===== src/rtl/led_anim_engine.sv =====
// led_anim_engine: shared step timer plus one pattern state machine driving WIDTH LEDs with six animations.
module led_anim_engine #(
  parameter int WIDTH = 8,
  parameter int DIV_W = 24
) (
  input  logic             clk,
  input  logic             rst,
  input  logic             en,
  input  logic [2:0]       mode,
  input  logic [DIV_W-1:0] rate,
  output logic [WIDTH-1:0] out,
  output logic             tick,
  output logic             wrap
);
  localparam int LW = ($clog2(WIDTH + 1) > 4) ? $clog2(WIDTH + 1) : 4;
  logic [2:0]       amode;
  logic [DIV_W-1:0] div_cnt;
  logic [3:0]       pwm_cnt;
  logic [WIDTH-1:0] pat, pat_s, pat_n, fill, out_d;
  logic [LW-1:0]    lvl, lvl_s, lvl_n, top;
  logic             dir, dir_s, dir_n, mode_chg, valid, wrap_s;
  // dir doubles as the bounce/fill/breathe direction and the blink phase
  always_comb begin
    mode_chg = mode != amode;
    valid = amode[2:1] != 2'b11;
    tick = rst & en & valid & ~mode_chg & (div_cnt == rate);
    top = (amode == 3'd3) ? LW'(WIDTH) : LW'(15);
    pat_s = pat;
    dir_s = dir;
    lvl_s = lvl;
    wrap_s = 1'b0;
    case (amode)
      3'd0: begin
        pat_s = {pat[WIDTH-2:0], pat[WIDTH-1]};
        wrap_s = pat[WIDTH-1];
      end
      3'd1: begin
        pat_s = {pat[0], pat[WIDTH-1:1]};
        wrap_s = pat[0];
      end
      3'd2: begin
        pat_s = dir ? pat >> 1 : pat << 1;
        dir_s = dir ? ~pat[1] : pat[WIDTH-2];
        wrap_s = dir & pat[1];
      end
      3'd3, 3'd5: begin
        lvl_s = dir ? lvl - LW'(1) : lvl + LW'(1);
        dir_s = dir ? (lvl != LW'(1)) : (lvl == top - LW'(1));
        wrap_s = dir & (lvl == LW'(1));
      end
      3'd4: begin
        dir_s = ~dir;
        wrap_s = dir;
      end
      default: ;
    endcase
    wrap = tick & wrap_s;
    pat_n = mode_chg ? ((mode == 3'd1) ? {1'b1, {(WIDTH-1){1'b0}}} : WIDTH'(1)) : tick ? pat_s : pat;
    dir_n = mode_chg ? 1'b0 : tick ? dir_s : dir;
    lvl_n = mode_chg ? '0 : tick ? lvl_s : lvl;
    fill = '0;
    for (int i = 0; i < WIDTH; i++) fill[i] = LW'(i) < lvl_n;
    out_d = !en ? '0 :
            (mode <= 3'd2) ? pat_n :
            (mode == 3'd3) ? fill :
            (mode == 3'd4) ? {WIDTH{~dir_n}} :
            (mode == 3'd5) ? {WIDTH{pwm_cnt < lvl_n[3:0]}} : '0;
  end
  // amode always takes mode: when they already match the load is a no-op
  always_ff @(posedge clk or negedge rst) begin
    if (!rst) begin
      amode <= '0;
      div_cnt <= '0;
      pwm_cnt <= '0;
      pat <= WIDTH'(1);
      dir <= 1'b0;
      lvl <= '0;
      out <= '0;
    end else begin
      amode <= mode;
      pat <= pat_n;
      dir <= dir_n;
      lvl <= lvl_n;
      out <= out_d;
      div_cnt <= (mode_chg | tick) ? '0 : (en & valid) ? div_cnt + DIV_W'(1) : div_cnt;
      pwm_cnt <= pwm_cnt + 4'(en);
    end
  end
endmodule


===== config.mk =====
export PLATFORM = sky130hd
export DESIGN_NAME = led_anim_engine
export DESIGN_NICKNAME = d
export VERILOG_FILES = /design/src/rtl/led_anim_engine.sv
export SDC_FILE = /design/constraint.sdc
export NUM_CORES = 1
export LEC_CHECK = 0
export BUFFER_PORTS_ARGS = -buffer_cell sky130_fd_sc_hd__buf_4
export CELL_PAD_IN_SITES_DETAIL_PLACEMENT = 0
export CELL_PAD_IN_SITES_GLOBAL_PLACEMENT = 1
export CORE_MARGIN = 2
export CORE_UTILIZATION = 49
export CTS_CLUSTER_DIAMETER = 60
export DETAILED_ROUTE_END_ITERATION = 12
export PLACE_DENSITY = 0.82
export REMOVE_ABC_BUFFERS = 1
export SLEW_MARGIN = 20
export SYNTH_ARGS = -nofsm -noshare
export SYNTH_HDL_FRONTEND = slang
export SYNTH_SLANG_ARGS = --single-unit
export TNS_END_PERCENT = 30

===== constraint.sdc =====
create_clock -name clk -period 6.7 [get_ports clk]
set_input_delay 0.67 -clock clk [delete_from_list [all_inputs] [get_ports clk]]
set_output_delay 0.67 -clock clk [all_outputs]
set_load 0.005 [all_outputs]

==> impl_metrics.toml <==
[setup_path]
required_ns = 6.93
worst-setup-path-type = "flip-flop to flip-flop"
setup.worst_path.start_class = "flip-flop"
timing.critical_path.arrival_ns = 4.98
critical_path_peak_fanout = 19
crit_path_end_kind = "flip-flop"

[pwr]
worst_ir_drop_vdd_mv = 0.112
combPwrFrac = 0.175
power.internal_uw = 463
netSwitchingPower_uw = 197
share_clk_of_total_power = 0.291
p_sw_frac = 0.298
power.leakage_uw = 0.00164
power_per_cell_area_nw_per_um2 = 161
seqPwrFrac = 0.534
fin_total_pwr_uw = 660

[final_layout]
final_area_um2 = 4100
syn_to_final_growth_pct = 11.1
multiInputGateArea_um2 = 2230
drive_above_1_share = 0.204
count_of_antenna_diodes_in_the_layout = 0
seq_area_um2 = 1300
fillCellCount = 708
layout.nets = 474
finish.utilization = 0.565

[clock_network]
postCtsSetupRepairBufs = 0
numClockSinks = 52
clk_transition_reported_paths_ns = 0.10
clk_path_buf_depth = 2
post_cts.resized_instances = 0
numCtsBuffers = 5
clockRootBuffer = "sky130_fd_sc_hd__clkbuf_8"
cts_htree_levels = 2
cts_hold_buffers = 0
clock_tree_from_tritoncts = "done"
clkLatencyLatePin_ns = 0.32

[timing]
min_period_ns = 4.75
worst_clock_skew_ns = 0.0108
max_clk_rate_ghz = 0.210
tightest_slew_ns = 0.847
whs_ns = 0.382
timing.final.max_slew_violations = 0
finalCritPeriodShare = 0.709
setup_total_negative_slack_ns = 0
max_slew_margin = 0.427
grt_setup_unrepaired = "no"
report.final.hold_viol_count = 0
timing.final.setup_violations = 0

[drt]
detailroute.via_count = 3091
avgViaCountPerCell = 5.78
ant_nets = 0
wire_per_inst_um = 16.9
drtPass1Iterations = 4
drt_iter0_drc = 295
routed_wirelength_um = 9020
drc = 0

[place]
postPlaceCellArea_um2 = 4000
gp_congestion = 0.944
io_buffers = 39
hpwlAfterDp_um = 6670

[global_route]
grt.total_usage = 0.230
globalRoute.totalOverflow = 0
initial_antenna_violation_count = 0
largest_net_degree_at_the_start_of_global_routing = 55
grt_pass1_vias = 3042
global_route_wire_length_before_repair_um = 15400

[floorplanning]
die-width_um = 90.7
placementRows = 31
die_h_um = 90.7
die_area_um2 = 8230
design.portCount = 40
core_box_area_um2 = 7250
start_util = 0.508

[yosys]
yosysSeqAreaShare = 0.353
synth.cell_area_um2 = 3690
ys_seq_elements = 52
synth.avg_cell_area_um2 = 9.12
dominantRegCellSynth = "sky130_fd_sc_hd__dfrtp_1"
postSynthCellCount = 404
synth_async_sr_flop_share = 1.00
synth.yosys.warnings = 0
number_of_distinct_library_cell_variants_in_the_gate_level_netlist_after_synthesis = 68
number_of_flops_mapped_to_enable_cells_by_yosys = 0

[hold_path]
min_path_type = "input port to asynchronous set/reset pin"

[flow_run]
cap_viol_max_count = 0

[outcome]
status = "finished clean"
worst max-delay path, cell delays in order (launching register included):
cell	delay (ns)
sky130_fd_sc_hd__dfrtp_1	0.83
sky130_fd_sc_hd__xnor2_1	0.21
sky130_fd_sc_hd__and3_1	0.68
sky130_fd_sc_hd__nand2_4	0.07
sky130_fd_sc_hd__or4_1	0.69
sky130_fd_sc_hd__or3_4	0.44
sky130_fd_sc_hd__a21oi_1	0.19
sky130_fd_sc_hd__inv_1	0.07
sky130_fd_sc_hd__ha_1	0.17
sky130_fd_sc_hd__nand4bb_1	0.19
sky130_fd_sc_hd__a21oi_1	0.23
sky130_fd_sc_hd__nand4_1	0.15
sky130_fd_sc_hd__mux2i_1	0.21
sky130_fd_sc_hd__a21o_2	0.14
sky130_fd_sc_hd__o21ai_4	0.11
sky130_fd_sc_hd__nor4_2	0.28
worst paths after layout:
| path | from | end | slack, ns | cells after the start |
|---|---|---|---|---|
| min reg2reg | pwm_cnt[3] | pwm_cnt[3] | 0.51 | 1 |
| min | rst | div_cnt[2] | 0.38 | 1 |
| max | amode[2] | out[6] | 1.95 | 15 |
| max in group asynchronous | rst | lvl[3] | 5.85 | 1 |
| max reg2reg | amode[2] | out[6] | 1.95 | 15 |
| min in group clk | pwm_cnt[3] | pwm_cnt[3] | 0.51 | 1 |
cells by family after synthesis:
family,after synthesis,share of synthesized area
mux,15,0.0424
xor+xnor,34,0.0808
compound gates,72,0.137
fa+ha+maj,9,0.0306
buf+inv,28,0.0424
simple gates,194,0.313
flops,52,0.353
metrics by stage:
stage                     worst slack, ns  std cells
after floorplan                      2.68        388
after global placement               2.02        527
after detailed placement             1.81        527
after CTS                            1.95        535
after global routing                 1.49        535
final                                1.95        535
state kept, by name, summed over array words and instances (netlist names):
signal,count
out,8
pat,8
div_cnt,24
amode,3
dir,1
pwm_cnt,4
lvl,4
routing by layer:
layer	part of all wire	up-vias	global-route usage
met2	0.46	51	0.358
li1	-	1515	-
met4	0.0090	0	0.0487
met5	0	-	0
met1	0.49	1518	0.344
met3	0.034	7	0.0250
area by class of cell:
| type | instances | share of cell area |
|---|---|---|
| well taps | 99 | 0.0302 |
| repair buffers | 40 | 0.0733 |
| clock buffers | 5 | 0.0168 |
| inverters | 12 | 0.0113 |
| clock inverters | 3 | 0.00642 |
| flip-flops and latches | 52 | 0.318 |
| multi-input cells | 324 | 0.544 |
cells in the mapped netlist (3+ instances only):
cell type                  count  area, um^2
sky130_fd_sc_hd__clkbuf_8      4        55.1
sky130_fd_sc_hd__or2b_2       11        96.3
sky130_fd_sc_hd__ha_1          9         113
sky130_fd_sc_hd__o211ai_1      3        22.5
sky130_fd_sc_hd__nand3b_1      3        22.5
sky130_fd_sc_hd__dfrtp_1      51        1280
sky130_fd_sc_hd__nor2_1       46         173
sky130_fd_sc_hd__or3_1         9        56.3
sky130_fd_sc_hd__nor3_1        9        45.0
sky130_fd_sc_hd__xnor2_1      12         105
sky130_fd_sc_hd__clkbuf_1      9        33.8
sky130_fd_sc_hd__nand3_1      14        70.1
sky130_fd_sc_hd__o21ai_0      15        75.1
sky130_fd_sc_hd__xor2_1       22         193
sky130_fd_sc_hd__nor4_1       11        68.8
sky130_fd_sc_hd__nand2b_1      3        18.8
sky130_fd_sc_hd__and4_1        3        26.3
sky130_fd_sc_hd__and3_1        5        31.3
sky130_fd_sc_hd__mux2_2        4        45.0
sky130_fd_sc_hd__a211oi_2      4        50.1
sky130_fd_sc_hd__a21oi_1      23         115
sky130_fd_sc_hd__a211oi_1      3        22.5
sky130_fd_sc_hd__nand4_1      11        68.8
sky130_fd_sc_hd__nor2b_1      14        87.6
sky130_fd_sc_hd__nand2_1      27         101
sky130_fd_sc_hd__a22oi_1       5        37.5
sky130_fd_sc_hd__mux2i_1      10         100
sky130_fd_sc_hd__or4_1         4        30.0
sky130_fd_sc_hd__inv_1        10        37.5
power by group through the flow:
stage	clock network, uW	registers, uW	logic (uW)
floorplan	0	353	69.2
global placement	0	357	115
detailed placement	0	358	116
CTS	199	352	117
global route	208	355	130
finish	192	352	116
placed cells by master (no fill, tap or decap), types with 5 or more instances in the layout:
master                     count
sky130_fd_sc_hd__nor2_1       46
sky130_fd_sc_hd__nand3_1      14
sky130_fd_sc_hd__ha_1          9
sky130_fd_sc_hd__inv_1        10
sky130_fd_sc_hd__buf_4        40
sky130_fd_sc_hd__nor4_1       11
sky130_fd_sc_hd__and3_1        5
sky130_fd_sc_hd__nor3_1        9
sky130_fd_sc_hd__nor2b_1      14
sky130_fd_sc_hd__a22oi_1       5
sky130_fd_sc_hd__xor2_1       22
sky130_fd_sc_hd__xnor2_1      12
sky130_fd_sc_hd__nand2_1      27
sky130_fd_sc_hd__dfrtp_1      51
sky130_fd_sc_hd__clkbuf_8      5
sky130_fd_sc_hd__or2b_2       11
sky130_fd_sc_hd__nand4_1      11
sky130_fd_sc_hd__o21ai_0      15
sky130_fd_sc_hd__mux2i_1      10
sky130_fd_sc_hd__or3_1         9
sky130_fd_sc_hd__a21oi_1      23
Note: power is estimated with default switching activity, not from simulation.
